**config.mk**
```make
export PLATFORM = sky130hd
export DESIGN_NAME = debugger_uart_rx
export DESIGN_NICKNAME = d
export VERILOG_FILES = /design/src/rtl/debugger_pkg.sv /design/src/rtl/debugger_sync2.sv /design/src/rtl/debugger_uart_rx.sv
export SDC_FILE = /design/constraint.sdc
export NUM_CORES = 1
export LEC_CHECK = 0
export ABC_AREA = 1
export BUFFER_PORTS_ARGS = -buffer_cell sky130_fd_sc_hd__buf_2
export CAP_MARGIN = 20
export CORE_AREA = 2 2 54 66
export DETAILED_ROUTE_END_ITERATION = 16
export DIE_AREA = 0 0 56 68
export PLACE_DENSITY = 0.76
export SKIP_LAST_GASP = 1
export SLEW_MARGIN = 15
export SYNTH_ARGS = -nofsm -noshare
export SYNTH_HDL_FRONTEND = slang
export SYNTH_HIERARCHICAL = 1
export SYNTH_SLANG_ARGS = --single-unit
```
**constraint.sdc**
```tcl
create_clock -name clk -period 2.7 [get_ports clk]
set_clock_uncertainty 0.15 [all_clocks]
set_input_delay 0.675 -clock clk [delete_from_list [all_inputs] [get_ports clk]]
set_output_delay 0.675 -clock clk [all_outputs]
set_load 0.01 [all_outputs]
```
**src/rtl/debugger_pkg.sv**
```systemverilog
// Shared debugger UART definitions: receiver state encoding, frame width and
// the default bit period used by both RX and TX sides.
package debugger_pkg;
    localparam int UART_DATA_BITS       = 8;
    localparam int DEFAULT_CLKS_PER_BIT = 289;

    typedef enum logic [2:0] {
        IDLE,
        START,
        DATA,
        STOP,
        BRK_WAIT
    } rx_state_t;
endpackage

```
**src/rtl/debugger_sync2.sv**
```systemverilog
// Two-flop synchronizer for an asynchronous single-bit input, with a
// selectable reset value so idle-high and idle-low lines both power up quiet.
module debugger_sync2 #(
    parameter logic RESET_VAL = 1'b1
) (
    input  logic clk,
    input  logic n_Rst,
    input  logic d,
    output logic q
);
    logic meta;

    always_ff @(posedge clk or negedge n_Rst) begin
        if (!n_Rst) begin
            meta <= RESET_VAL;
            q    <= RESET_VAL;
        end else begin
            meta <= d;
            q    <= meta;
        end
    end
endmodule

```
**src/rtl/debugger_uart_rx.sv**
```systemverilog
// Debugger UART receiver: 8N1 mid-bit sampling into a one-entry valid/ready
// holding register, with single-cycle framing and overrun error pulses.
module debugger_uart_rx
    import debugger_pkg::*;
#(
    parameter int CLKS_PER_BIT = DEFAULT_CLKS_PER_BIT
) (
    input  logic                      clk,
    input  logic                      n_Rst,
    input  logic                      rx,
    output logic [UART_DATA_BITS-1:0] rx_data,
    output logic                      rx_valid,
    input  logic                      rx_ready,
    output logic                      framing_err,
    output logic                      overrun_err
);
    localparam int CNT_W = $clog2(CLKS_PER_BIT + 1);
    // Counter expires one cycle after reaching zero, so loads are one short of
    // the wanted interval; this keeps samples exactly CLKS_PER_BIT apart.
    localparam logic [CNT_W-1:0] HALF_LOAD = CNT_W'(CLKS_PER_BIT / 2 - 1);
    localparam logic [CNT_W-1:0] BIT_LOAD  = CNT_W'(CLKS_PER_BIT - 1);

    logic                      rx_s;
    logic                      rx_s_p1;
    logic                      fall;
    logic                      tick;
    rx_state_t                 state;
    logic [CNT_W-1:0]          baud_cnt;
    logic [2:0]                bit_idx;
    logic [UART_DATA_BITS-1:0] shift_reg;

    debugger_sync2 #(.RESET_VAL(1'b1)) u_sync (
        .clk   (clk),
        .n_Rst (n_Rst),
        .d     (rx),
        .q     (rx_s)
    );

    assign fall = rx_s_p1 & ~rx_s;
    assign tick = (baud_cnt == '0);

    always_ff @(posedge clk or negedge n_Rst) begin
        if (!n_Rst) begin
            state       <= IDLE;
            baud_cnt    <= '0;
            bit_idx     <= '0;
            rx_data     <= '0;
            rx_valid    <= 1'b0;
            framing_err <= 1'b0;
            overrun_err <= 1'b0;
            rx_s_p1     <= 1'b1;
        end else begin
            rx_s_p1     <= rx_s;
            framing_err <= 1'b0;
            overrun_err <= 1'b0;
            if (rx_valid && rx_ready)
                rx_valid <= 1'b0;
            if (!tick)
                baud_cnt <= baud_cnt - 1'b1;

            case (state)
                IDLE: begin
                    if (fall) begin
                        baud_cnt <= HALF_LOAD;
                        state    <= START;
                    end
                end
                START: begin
                    if (tick) begin
                        if (!rx_s) begin
                            baud_cnt <= BIT_LOAD;
                            bit_idx  <= '0;
                            state    <= DATA;
                        end else begin
                            state <= IDLE;
                        end
                    end
                end
                DATA: begin
                    if (tick) begin
                        baud_cnt <= BIT_LOAD;
                        bit_idx  <= bit_idx + 3'd1;
                        if (bit_idx == 3'd7)
                            state <= STOP;
                    end
                end
                STOP: begin
                    if (tick) begin
                        if (rx_s) begin
                            // A same-cycle handshake frees the slot for the new byte.
                            if (!rx_valid || rx_ready) begin
                                rx_data  <= shift_reg;
                                rx_valid <= 1'b1;
                            end else begin
                                overrun_err <= 1'b1;
                            end
                            state <= IDLE;
                        end else begin
                            framing_err <= 1'b1;
                            state       <= BRK_WAIT;
                        end
                    end
                end
                BRK_WAIT: begin
                    if (rx_s)
                        state <= IDLE;
                end
                default: state <= IDLE;
            endcase
        end
    end

    // Datapath shift register needs no reset: it is fully refilled every frame.
    always_ff @(posedge clk) begin
        if (state == DATA && tick)
            shift_reg <= {rx_s, shift_reg[UART_DATA_BITS-1:1]};
    end
endmodule

```
==> summary.md, run 1 <==
| Metric | Value |
|---|---|
| Total Routing Usage GR | `a little under 20%` |
| Pre-Repair DR Iteration Count | `4` |
| DRC | `0` |
| Resized cells post-CTS | `0` |
| Routed len/inst | `12.25 um` |
| Crit Path Max Fanout | `15` |
| Max-cap violations | `0` |
| Sw Ratio | `roughly 37%` |
| Flop2flop setup slack | `between 0.4 and 0.5 ns` |
| Critical path class | `reg2reg` |
| Post-Place Setup Slack | `approximately 0.54 ns` |
| Core area | `~0.0032 sq mm` |
| Die ar. | `0.003808 sq mm` |
| Slew at the pin closest to its max-slew limit | `~0.64 ns` |
| # nets final | `approximately 240` |
| # IOs | `15` |
| Post-CTS Setup Bufs | `0` |
| Synth Area per Inst | `between 8 and 9 sq um` |
| Via count | `roughly 1400` |
| Leak | `~0.0011 uW` |
| Final Wtd Congestion | `between 0.8 and 0.9` |
| Root Buffer | `clkbuf_8` |
| Outcome | `finished, final reports clean` |
| Clk_lat worst skew | `slightly below 0.3 ns` |
| Clock power share | `a little over a quarter` |
| Commonest non-fill, non-tap cell in the layout | `nand2_1` |
| # port buffers | `14` |
| Peak supply drop | `approximately 700 uV` |
| TritonCTS clock tree | `done` |
| Mapped cell area | `around 0.0018 sq mm` |
| Clock slew at reported path FFs | `approximately 0.07 ns` |
| RSZ-0062 raised after global routing | `false` |
| Initial DRC count | `34` |
| Period utilization | `between 80% and 90%` |
| Logic gate share of total power | `32.2%` |
| Global-route wire length before repair | `5520 um` |
| Hold Crit Class | `reg2reg` |
| Initial antenna violation count | `0` |
| Area of the multi-input gates | `approximately 720 sq um` |
| Post-CTS Hold Buffers | `0` |
| Critical path data required time | `between 2 and 3 ns` |
| Cells after synthesis | `roughly 210` |
| Htree depth | `2` |
| Placed instance area | `between 0.0015 and 0.002 sq mm` |
| Synth cell types | `23` |
| Most frequent cells in the layout | `nand2_1 (70), dfrtp_1 (26), inv_1 (21), nand3_1 (21), nor2_1 (19)` |
| Fraction of layout cells with a size suffix above 1 | `between 10% and 20%` |
| Startpoint types | `flop` |
| P&R area growth vs syn | `12.09%` |
| Mapped Nets | `between 200 and 250` |
| Setup TNS | `0 ns` |
| Die W | `between 50 and 60 um` |
| Seq/Total Area, Yosys | `a little over half` |
| Synth warn | `6` |
| Row count | `23` |
| Vert. Die Dim | `68 um` |
| Max FFs per register | `9` |
| Sequential power share | `between 40% and 50%` |
| Relative slew slack | `approximately 57%` |
| Clk sinks | `37` |
| CTS Buf Count | `5` |
| Via density | `between 5 and 6` |
| Grt ovf | `0` |
| Fillers | `~280` |
| CP endpoint kind | `flop` |
| Final setup viols | `0` |
| FMAX | `between 400 and 500 MHz` |
| Fin crit period | `~2.2 ns` |
| Starting Density | `55.55%` |
| Antenna cells | `0` |
| Routed WL | `between 3000 and 4000 um` |
| Cell Pwr Density | `between 800 and 900 mW/mm^2` |
| P_sw | `644.9 uW` |
| Deepest clock path buffer count | `2` |
| Slew Viols, Final | `0` |
| Post-synthesis register bit count | `37` |
| Largest net degree at the start of global routing | `30` |
| Antenna Nets Post-Route | `0` |
| Worst Path Arrival | `2.25 ns` |
| Power Total | `roughly 1800 uW` |
| Post-route setup slack | `between 0.4 and 0.5 ns` |
| Vias in the first global route | `between 1000 and 1500` |
| Post-DP HPWL | `between 2000 and 2500 um` |
| Final hold vios | `0` |
| Power Internal | `roughly 1100 uW` |
| FF+latch area | `just under 0.001 sq mm` |
| Post-route cell area | `~0.002 sq mm` |
stage by stage:
stage,util (%),hold slack [ns],instances
CTS,62.27,0.1971,266
global placement,58.93,0.1974,258
finish,62.27,0.1909,266
floorplan,-,0.1952,208
global route,62.27,0.1915,266
detailed placement,58.93,0.1985,258
path summary, 6_finish.rpt:
| kind | start | end | cells after the start |
|---|---|---|---|
| max in group asynchronous | n_Rst | framing_err$_DFF_PN0_ | 1 |
| min in group asynchronous | n_Rst | state[0]$_DFFE_PN0P_ | 1 |
| worst max register to register | baud_cnt[0]$_DFF_PN0_ | baud_cnt[0]$_DFF_PN0_ | 11 |
| worst min register to register | u_sync/meta$_DFF_PN1_ | u_sync/q$_DFF_PN1_ | 0 |
| worst min-delay path | u_sync/meta$_DFF_PN1_ | u_sync/q$_DFF_PN1_ | 0 |
| worst max-delay path | baud_cnt[0]$_DFF_PN0_ | baud_cnt[0]$_DFF_PN0_ | 11 |
cell usage after synthesis:
cell type   n  area (sq um)
or2_2       1         6.260
nand2_4     2         22.52
o21bai_1    1         7.510
a21oi_1     4         20.02
nand4_1     3         18.77
nor2_4      3         33.78
edfxtp_1    8         240.2
o21ai_1     1         5.000
o21ai_0    10         50.05
nand3_1    21         105.1
nand3_2     2         20.02
inv_2       3         11.26
nor3_4      1         16.27
buf_4       1         7.510
nand2_2     1         6.260
dfrtp_1    26         650.6
a31o_2      1         8.760
inv_1      21         78.83
nand2_1    70         262.8
nor2_2      1         6.260
dfstp_2     3         78.83
nor2_1     19         71.32
ha_1        5         62.56
kinds of logic (layout without fill, tap and decap cells):
group	count (synthesis)	count (layout)	synth area share [%]
simple gates	124	124	31.80
flops	37	37	54.16
buf+inv	25	46	5.451
compound gates	17	17	5.101
fa+ha+maj	5	5	3.494
power groups by stage:
stage,logic (uW),clock network [uW],registers (uW)
6_report,566,458,736
5_1_grt,655,493,749
4_1_cts,564,471,737
3_5_place_dp,559,0,747
3_3_place_gp,554,0,743
2_1_floorplan,454,0,728
critical path: stages, from the launching register on:
cell     delay [ns]
dfrtp_1        0.38
inv_1          0.15
ha_1           0.21
nand2_1        0.06
nor2_1         0.12
nand2_2        0.19
ha_1           0.33
inv_1          0.06
o21ai_0        0.17
nand2_1        0.06
a21oi_1        0.13
nand3_1        0.09
final cells by class:
type,instances,area share [%]
sequential,37,48.32
clock inverter,2,1.746
timing repair buffer,14,3.491
clock buffer,6,3.616
multi-input combinational,146,36.04
tap,37,2.307
inverter,24,4.489
routing by layer:
layer	part of all wire [%]	vias up	wire [um]	GRT usage, %
met5	0	-	0	0
met4	3.2	0	104	10.12
met3	3.1	12	100	5.482
met2	50	24	1626	32.94
met1	44	614	1428	22.92
li1	-	703	-	-
Note: power is estimated with default switching activity, not from simulation.
==> run 2, diff against run 1 <==
--- a/config.mk
+++ b/config.mk
@@ -8,10 +8,10 @@
 export ABC_AREA = 1
 export BUFFER_PORTS_ARGS = -buffer_cell sky130_fd_sc_hd__buf_2
 export CAP_MARGIN = 20
-export CORE_AREA = 2 2 54 66
+export CORE_AREA = 2 2 57 70
 export DETAILED_ROUTE_END_ITERATION = 16
-export DIE_AREA = 0 0 56 68
-export PLACE_DENSITY = 0.76
+export DIE_AREA = 0 0 59 72
+export PLACE_DENSITY = 0.71
 export SKIP_LAST_GASP = 1
 export SLEW_MARGIN = 15
 export SYNTH_ARGS = -nofsm -noshare
==> constraint.sdc (replaced) <==
create_clock -name clk -period 2 [get_ports clk]
set_clock_uncertainty 0.15 [all_clocks]
set_input_delay 0.5 -clock clk [delete_from_list [all_inputs] [get_ports clk]]
set_output_delay 0.5 -clock clk [all_outputs]
set_load 0.01 [all_outputs]
==> summary.md, run 2 (synthesis results as in run 1) <==
| Metric | Value |
|---|---|
| Fin crit period | `1.834 ns (-0.3855 ns)` |
| Leak | `0.001070 uW (+0.18%)` |
| Die ar. | `0.004248 sq mm (+12%)` |
| Vert. Die Dim | `72 um (+5.9%)` |
| Post-Place Setup Slack | `0.04813 ns (-0.4884 ns)` |
| Cell Pwr Density | `1146 mW/mm^2 (+31%)` |
| Fillers | `336 (+20%)` |
| Root Buffer | `clkbuf_8` |
| Total Routing Usage GR | `18.58% (-0.90 points)` |
| FMAX | `545.3 MHz (+21%)` |
| Period utilization | `91.68% (+9.5 points)` |
| Via count | `1380 (+2.0%)` |
| Slew Viols, Final | `0 (unchanged)` |
| Antenna Nets Post-Route | `0 (unchanged)` |
| Startpoint types | `flop` |
| Routed WL | `3336 um (+2.4%)` |
| Relative slew slack | `57.36% (+0.16 points)` |
| Critical path data required time | `2.02 ns (-0.71 ns)` |
| Starting Density | `50.53% (-5.0 points)` |
| TritonCTS clock tree | `done` |
| Most frequent cells in the layout | `nand2_1 (70), dfrtp_1 (26), nand3_1 (21)` |
| Grt ovf | `0 (unchanged)` |
| Clk_lat worst skew | `0.29 ns (about the same)` |
| Slew at the pin closest to its max-slew limit | `0.6397 ns (-0.002348 ns)` |
| Antenna cells | `0 (unchanged)` |
| Core area | `0.003543 sq mm (+9.9%)` |
| Peak supply drop | `714.8 uV (+2.5%)` |
| Initial DRC count | `34 (unchanged)` |
| Routed len/inst | `12.31 um (+0.47%)` |
| DRC | `0 (unchanged)` |
| CP endpoint kind | `flop` |
| Htree depth | `2 (unchanged)` |
| Vias in the first global route | `1359 (+8.1%)` |
| Max-cap violations | `0 (unchanged)` |
| Pre-Repair DR Iteration Count | `4 (unchanged)` |
| Largest net degree at the start of global routing | `30 (unchanged)` |
| Setup crit start | `baud_cnt[0]$_DFF_PN0_` |
| Worst Path Arrival | `1.86 ns (-0.39 ns)` |
| Clk sinks | `37 (unchanged)` |
| Initial antenna violation count | `0 (unchanged)` |
| # nets final | `240 (+1.3%)` |
| Die W | `59 um (+5.4%)` |
| Final hold vios | `0 (unchanged)` |
| Post-CTS Hold Buffers | `0 (unchanged)` |
| RSZ-0062 raised after global routing | `false` |
| Critical path class | `reg2reg` |
| Commonest non-fill, non-tap cell in the layout | `nand2_1` |
| Global-route wire length before repair | `5975 um (+8.2%)` |
| Fraction of layout cells with a size suffix above 1 | `19.83% (+2.8 points)` |
| Deepest clock path buffer count | `2 (unchanged)` |
| Clock slew at reported path FFs | `0.07 ns (about the same)` |
| Row count | `24 (+4.3%)` |
| # port buffers | `14 (unchanged)` |
| Setup TNS | `0 ns (unchanged)` |
| Final setup viols | `0 (unchanged)` |
| Outcome | `finished, final reports clean` |
| CTS Buf Count | `5 (unchanged)` |
| Post-route setup slack | `0.1663 ns (-0.3145 ns)` |
| Max FFs per register | `9 (unchanged)` |
| Post-DP HPWL | `2451 um (+1.8%)` |
| R2R Path Start | `baud_cnt[0]$_DFF_PN0_` |
| Hold Crit Class | `in2async` |
| P&R area growth vs syn | `13.00%` |
| Final Wtd Congestion | `0.8602 (-1.0%)` |
| Crit Path Max Fanout | `3 (-12)` |
| Via density | `5.092 (+0.11%)` |
| Final core utilization | `57.10% (-5.2 points)` |
| # IOs | `15 (unchanged)` |
## run 2: cell types whose count changed in the layout (fill, tap and decap cells not counted), sizes merged
cell,before,now
bufinv,1,0
buf,14,17
clkinv,1,2
## run 2: path summary, 6_finish.rpt
check	endpoint	slack, ns	depth (start not counted)
worst min-delay path	state[0]$_DFFE_PN0P_	0.08	1
worst min register to register	u_sync/q$_DFF_PN1_	0.19	0
worst max-delay path	baud_cnt[0]$_DFF_PN0_	0.17	11
worst max register to register	baud_cnt[0]$_DFF_PN0_	0.17	11
max in group asynchronous	rx_data[7]$_DFFE_PN0P_	1.20	1
min in group clk	u_sync/meta$_DFF_PN1_	0.17	1
## run 2: final cells by class
class / instances / area, sq um / share of cell area, %
timing repair buffer: 17 / 92.59 / 4.576
clock buffer: 6 / 72.57 / 3.587
sequential: 37 / 969.7 / 47.93
clock inverter: 2 / 10.01 / 0.4947
inverter: 24 / 90.09 / 4.453
multi-input combinational: 146 / 739.5 / 36.55
tap: 39 / 48.80 / 2.412
## run 2: stage by stage
stage | instance area [sq um] | power (uW) | cells | hold WS [ns]
floorplan | 1793 | 1601 | 208 | 0.05441
global placement | 1912 | 1764 | 261 | 0.1976
detailed placement | 1912 | 1782 | 261 | 0.1979
CTS | 1994 | 2277 | 269 | 0.1059
global route | 2023 | 2534 | 271 | 0.1387
finish | 2023 | 2318 | 271 | 0.07671
## run 2: worst max-delay path: stages (launching register included)
cell     delay, ns
dfrtp_1       0.40
inv_2         0.09
ha_4          0.14
nand2_1       0.05
nor2_1        0.13
nand2_2       0.07
ha_1          0.27
inv_1         0.05
o21ai_1       0.13
nand2_1       0.07
a21oi_2       0.10
nand3_1       0.08
## run 2: routing by layer
| metal | vias up | part of all wire, % | GRT usage [%] |
|---|---|---|---|
| li1 | 710 | - | - |
| met1 | 650 | 46 | 24.85 |
| met2 | 14 | 50 | 29.88 |
| met3 | 6 | 2.2 | 3.743 |
| met4 | 0 | 1.7 | 6.818 |
| met5 | - | 0 | 0 |
## run 2: repair_timing
| action | 4_1_cts | 5_1_grt |
|---|---|---|
| hold endpoints to repair | 0 | 0 |
| resized for setup | 0 | 4 |
| buffers inserted | 0 | 2 |
| setup endpoints to repair | 0 | 1 |
## run 2: power by group
group          switching, uW  leakage [uW]  internal [uW]
Clock                    248     0.0000450            241
Combinational            528      0.000578            302
Sequential               120      0.000447            878
==> run 3, diff against run 2 <==
--- a/config.mk
+++ b/config.mk
@@ -12,6 +12,7 @@
 export DETAILED_ROUTE_END_ITERATION = 16
 export DIE_AREA = 0 0 59 72
 export PLACE_DENSITY = 0.71
+export RECOVER_POWER = 25
 export SKIP_LAST_GASP = 1
 export SLEW_MARGIN = 15
 export SYNTH_ARGS = -nofsm -noshare
==> summary.md, run 3 (synthesis results as in run 1) <==
| Metric | Value |
|---|---|
| Outcome | `finished, final reports clean` |
| CP endpoint kind | `flop` |
| Critical path data required time | `2.02 ns (about the same)` |
| DRC | `0 (unchanged)` |
| Slew Viols, Final | `0 (unchanged)` |
| Post-route setup slack | `0.1658 ns (-0.0005390 ns)` |
| Deepest clock path buffer count | `2 (unchanged)` |
| Antenna Nets Post-Route | `0 (unchanged)` |
| Die W | `59 um (unchanged)` |
| Setup TNS | `0 ns (unchanged)` |
| Hold Crit Class | `in2async` |
| CTS Buf Count | `5 (unchanged)` |
| Period utilization | `91.71% (about the same)` |
| # IOs | `15 (unchanged)` |
| Crit path max-delay family | `adder cells` |
| Setup crit start | `baud_cnt[0]$_DFF_PN0_` |
| Fillers | `336 (unchanged)` |
| RSZ-0062 raised after global routing | `false` |
| Stages on the worst setup path | `11 (unchanged)` |
| Post-Place Setup Slack | `0.04813 ns (unchanged)` |
| Leak | `0.001069 uW (about the same)` |
| Initial DRC count | `33 (-2.9%)` |
| Pre-Repair DR Iteration Count | `4 (unchanged)` |
| Worst path cell trace | `inv_2 -> ha_4 -> nand2_1 -> nor2_1 -> nand2_2 -> ha_1 -> inv_1 -> o21ai_1 -> nand2_1 -> a21oi_2 -> nand3_1` |
| Routed WL | `3330 um (-0.18%)` |
| # nets final | `240 (unchanged)` |
| Worst Reg2Reg Path Length in Cells | `11 (unchanged)` |
| Startpoint types | `flop` |
| Grt ovf | `0 (unchanged)` |
| Flop2flop setup slack | `0.17 ns (about the same)` |
| Vias in the first global route | `1359 (unchanged)` |
| Via count | `1378 (-0.14%)` |
| Clk_lat worst skew | `0.29 ns (about the same)` |
| Fin crit period | `1.834 ns (+0.0005390 ns)` |
| Met1 GRT Util | `24.85% (unchanged)` |
| Final hold vios | `0 (unchanged)` |
| TritonCTS clock tree | `done` |
| Commonest non-fill, non-tap cell in the layout | `nand2_1` |
| Cell Pwr Density | `1145 mW/mm^2 (about the same)` |
| Post-DP HPWL | `2451 um (unchanged)` |
| CP Capture Point | `baud_cnt[0]$_DFF_PN0_` |
| Core area | `0.003543 sq mm (unchanged)` |
| Starting Density | `50.53% (unchanged)` |
| Slew at the pin closest to its max-slew limit | `0.6267 ns (-0.01297 ns)` |
| Relative slew slack | `58.22% (+0.86 points)` |
| Die ar. | `0.004248 sq mm (unchanged)` |
| Largest net degree at the start of global routing | `30 (unchanged)` |
| Via density | `5.085 (-0.14%)` |
| Antenna cells | `0 (unchanged)` |
| P&R area growth vs syn | `13.00% (unchanged)` |
| Most frequent cells in the layout | `nand2_1 (70), dfrtp_1 (26), nand3_1 (21)` |
| Peak supply drop | `714.4 uV (about the same)` |
| Crit Path Max Fanout | `3 (unchanged)` |
| Root Buffer | `clkbuf_8` |
| Clock slew at reported path FFs | `0.07 ns (about the same)` |
| Max-cap violations | `0 (unchanged)` |
| Vert. Die Dim | `72 um (unchanged)` |
| Busiest grt layer | `met2` |
| Worst Path Arrival | `1.86 ns (about the same)` |
| Total Routing Usage GR | `18.58% (unchanged)` |
| Buffers and inverters on the worst path | `2 (unchanged)` |
| Fraction of layout cells with a size suffix above 1 | `19.40% (-0.43 points)` |
| FF+latch area | `969.7 sq um (unchanged)` |
| Clk sinks | `37 (unchanged)` |
| Power Total | `2317 uW (about the same)` |
| Htree depth | `2 (unchanged)` |
| # port buffers | `14 (unchanged)` |
| GR Util met3 | `3.743% (unchanged)` |
| Slowest library cell on the worst path | `dfrtp_1` |
| GR met2 Demand/Resource | `29.88% (unchanged)` |
| CP peak stage delay | `0.40 ns (about the same)` |
| Global-route wire length before repair | `5975 um (unchanged)` |
| Final Wtd Congestion | `0.8602 (unchanged)` |
| Routed len/inst | `12.29 um (-0.18%)` |
| RR Endpoint | `baud_cnt[0]$_DFF_PN0_` |
| Critical path class | `reg2reg` |
| Initial antenna violation count | `0 (unchanged)` |
| Row count | `24 (unchanged)` |
| Area of the multi-input gates | `739.5 sq um (unchanged)` |
| FMAX | `545.2 MHz (about the same)` |
| CP dominant cell by count | `nand2_1` |
| Final setup viols | `0 (unchanged)` |
| Max FFs per register | `9 (unchanged)` |
| R2R Path Start | `baud_cnt[0]$_DFF_PN0_` |
run 3: area by class of cell:
type                            count  share of cell area (%)
Clock buffer                        6                   3.587
Clock inverter                      2                  0.4947
Inverter                           24                   4.453
Multi-Input combinational cell    146                   36.55
Sequential cell                    37                   47.93
Tap cell                           39                   2.412
Timing Repair Buffer               17                   4.576
run 3: through the flow:
step / util, % / hold slack, ns / area, sq um / instances
final: 57.10 / 0.07192 / 2023 / 271
after global routing: 57.10 / 0.1388 / 2023 / 271
after CTS: 56.29 / 0.1059 / 1994 / 269
after detailed placement: 53.95 / 0.1979 / 1912 / 261
after global placement: 53.95 / 0.1976 / 1912 / 261
after floorplan: - / 0.05441 / 1793 / 208
run 3: metal layers:
metal / part of all wire, % / up-vias / wire, um
met5: 0 / - / 0
met2: 50 / 15 / 1666
met4: 1.7 / 0 / 58
met3: 2.3 / 6 / 77
met1: 46 / 647 / 1527
li1: - / 710 / -
run 3: worst min path at each step:
stage / from / endpoint / slack [ns] / cells after the start
2_1_floorplan: n_Rst / baud_cnt[0]$_DFF_PN0_ / 0.05 / 0
3_3_place_gp: u_sync/meta$_DFF_PN1_ / u_sync/q$_DFF_PN1_ / 0.20 / 0
3_5_place_dp: u_sync/meta$_DFF_PN1_ / u_sync/q$_DFF_PN1_ / 0.20 / 0
4_1_cts: n_Rst / state[0]$_DFFE_PN0P_ / 0.11 / 1
5_1_grt: n_Rst / state[0]$_DFFE_PN0P_ / 0.14 / 1
6_report: n_Rst / state[0]$_DFFE_PN0P_ / 0.07 / 1
run 3: repair_timing:
item,in CTS,in global routing
hold buffers,0,0
resized for setup,0,4
setup buffers,0,2
endpoints found under the hold margin,0,0
setup endpoints to repair,0,1
run 3: where the power goes:
group          leakage, uW  internal (uW)  switching, uW
combinational     0.000578            302            527
sequential        0.000446            877            120
clock            0.0000450            241            248
total              0.00107           1420            896
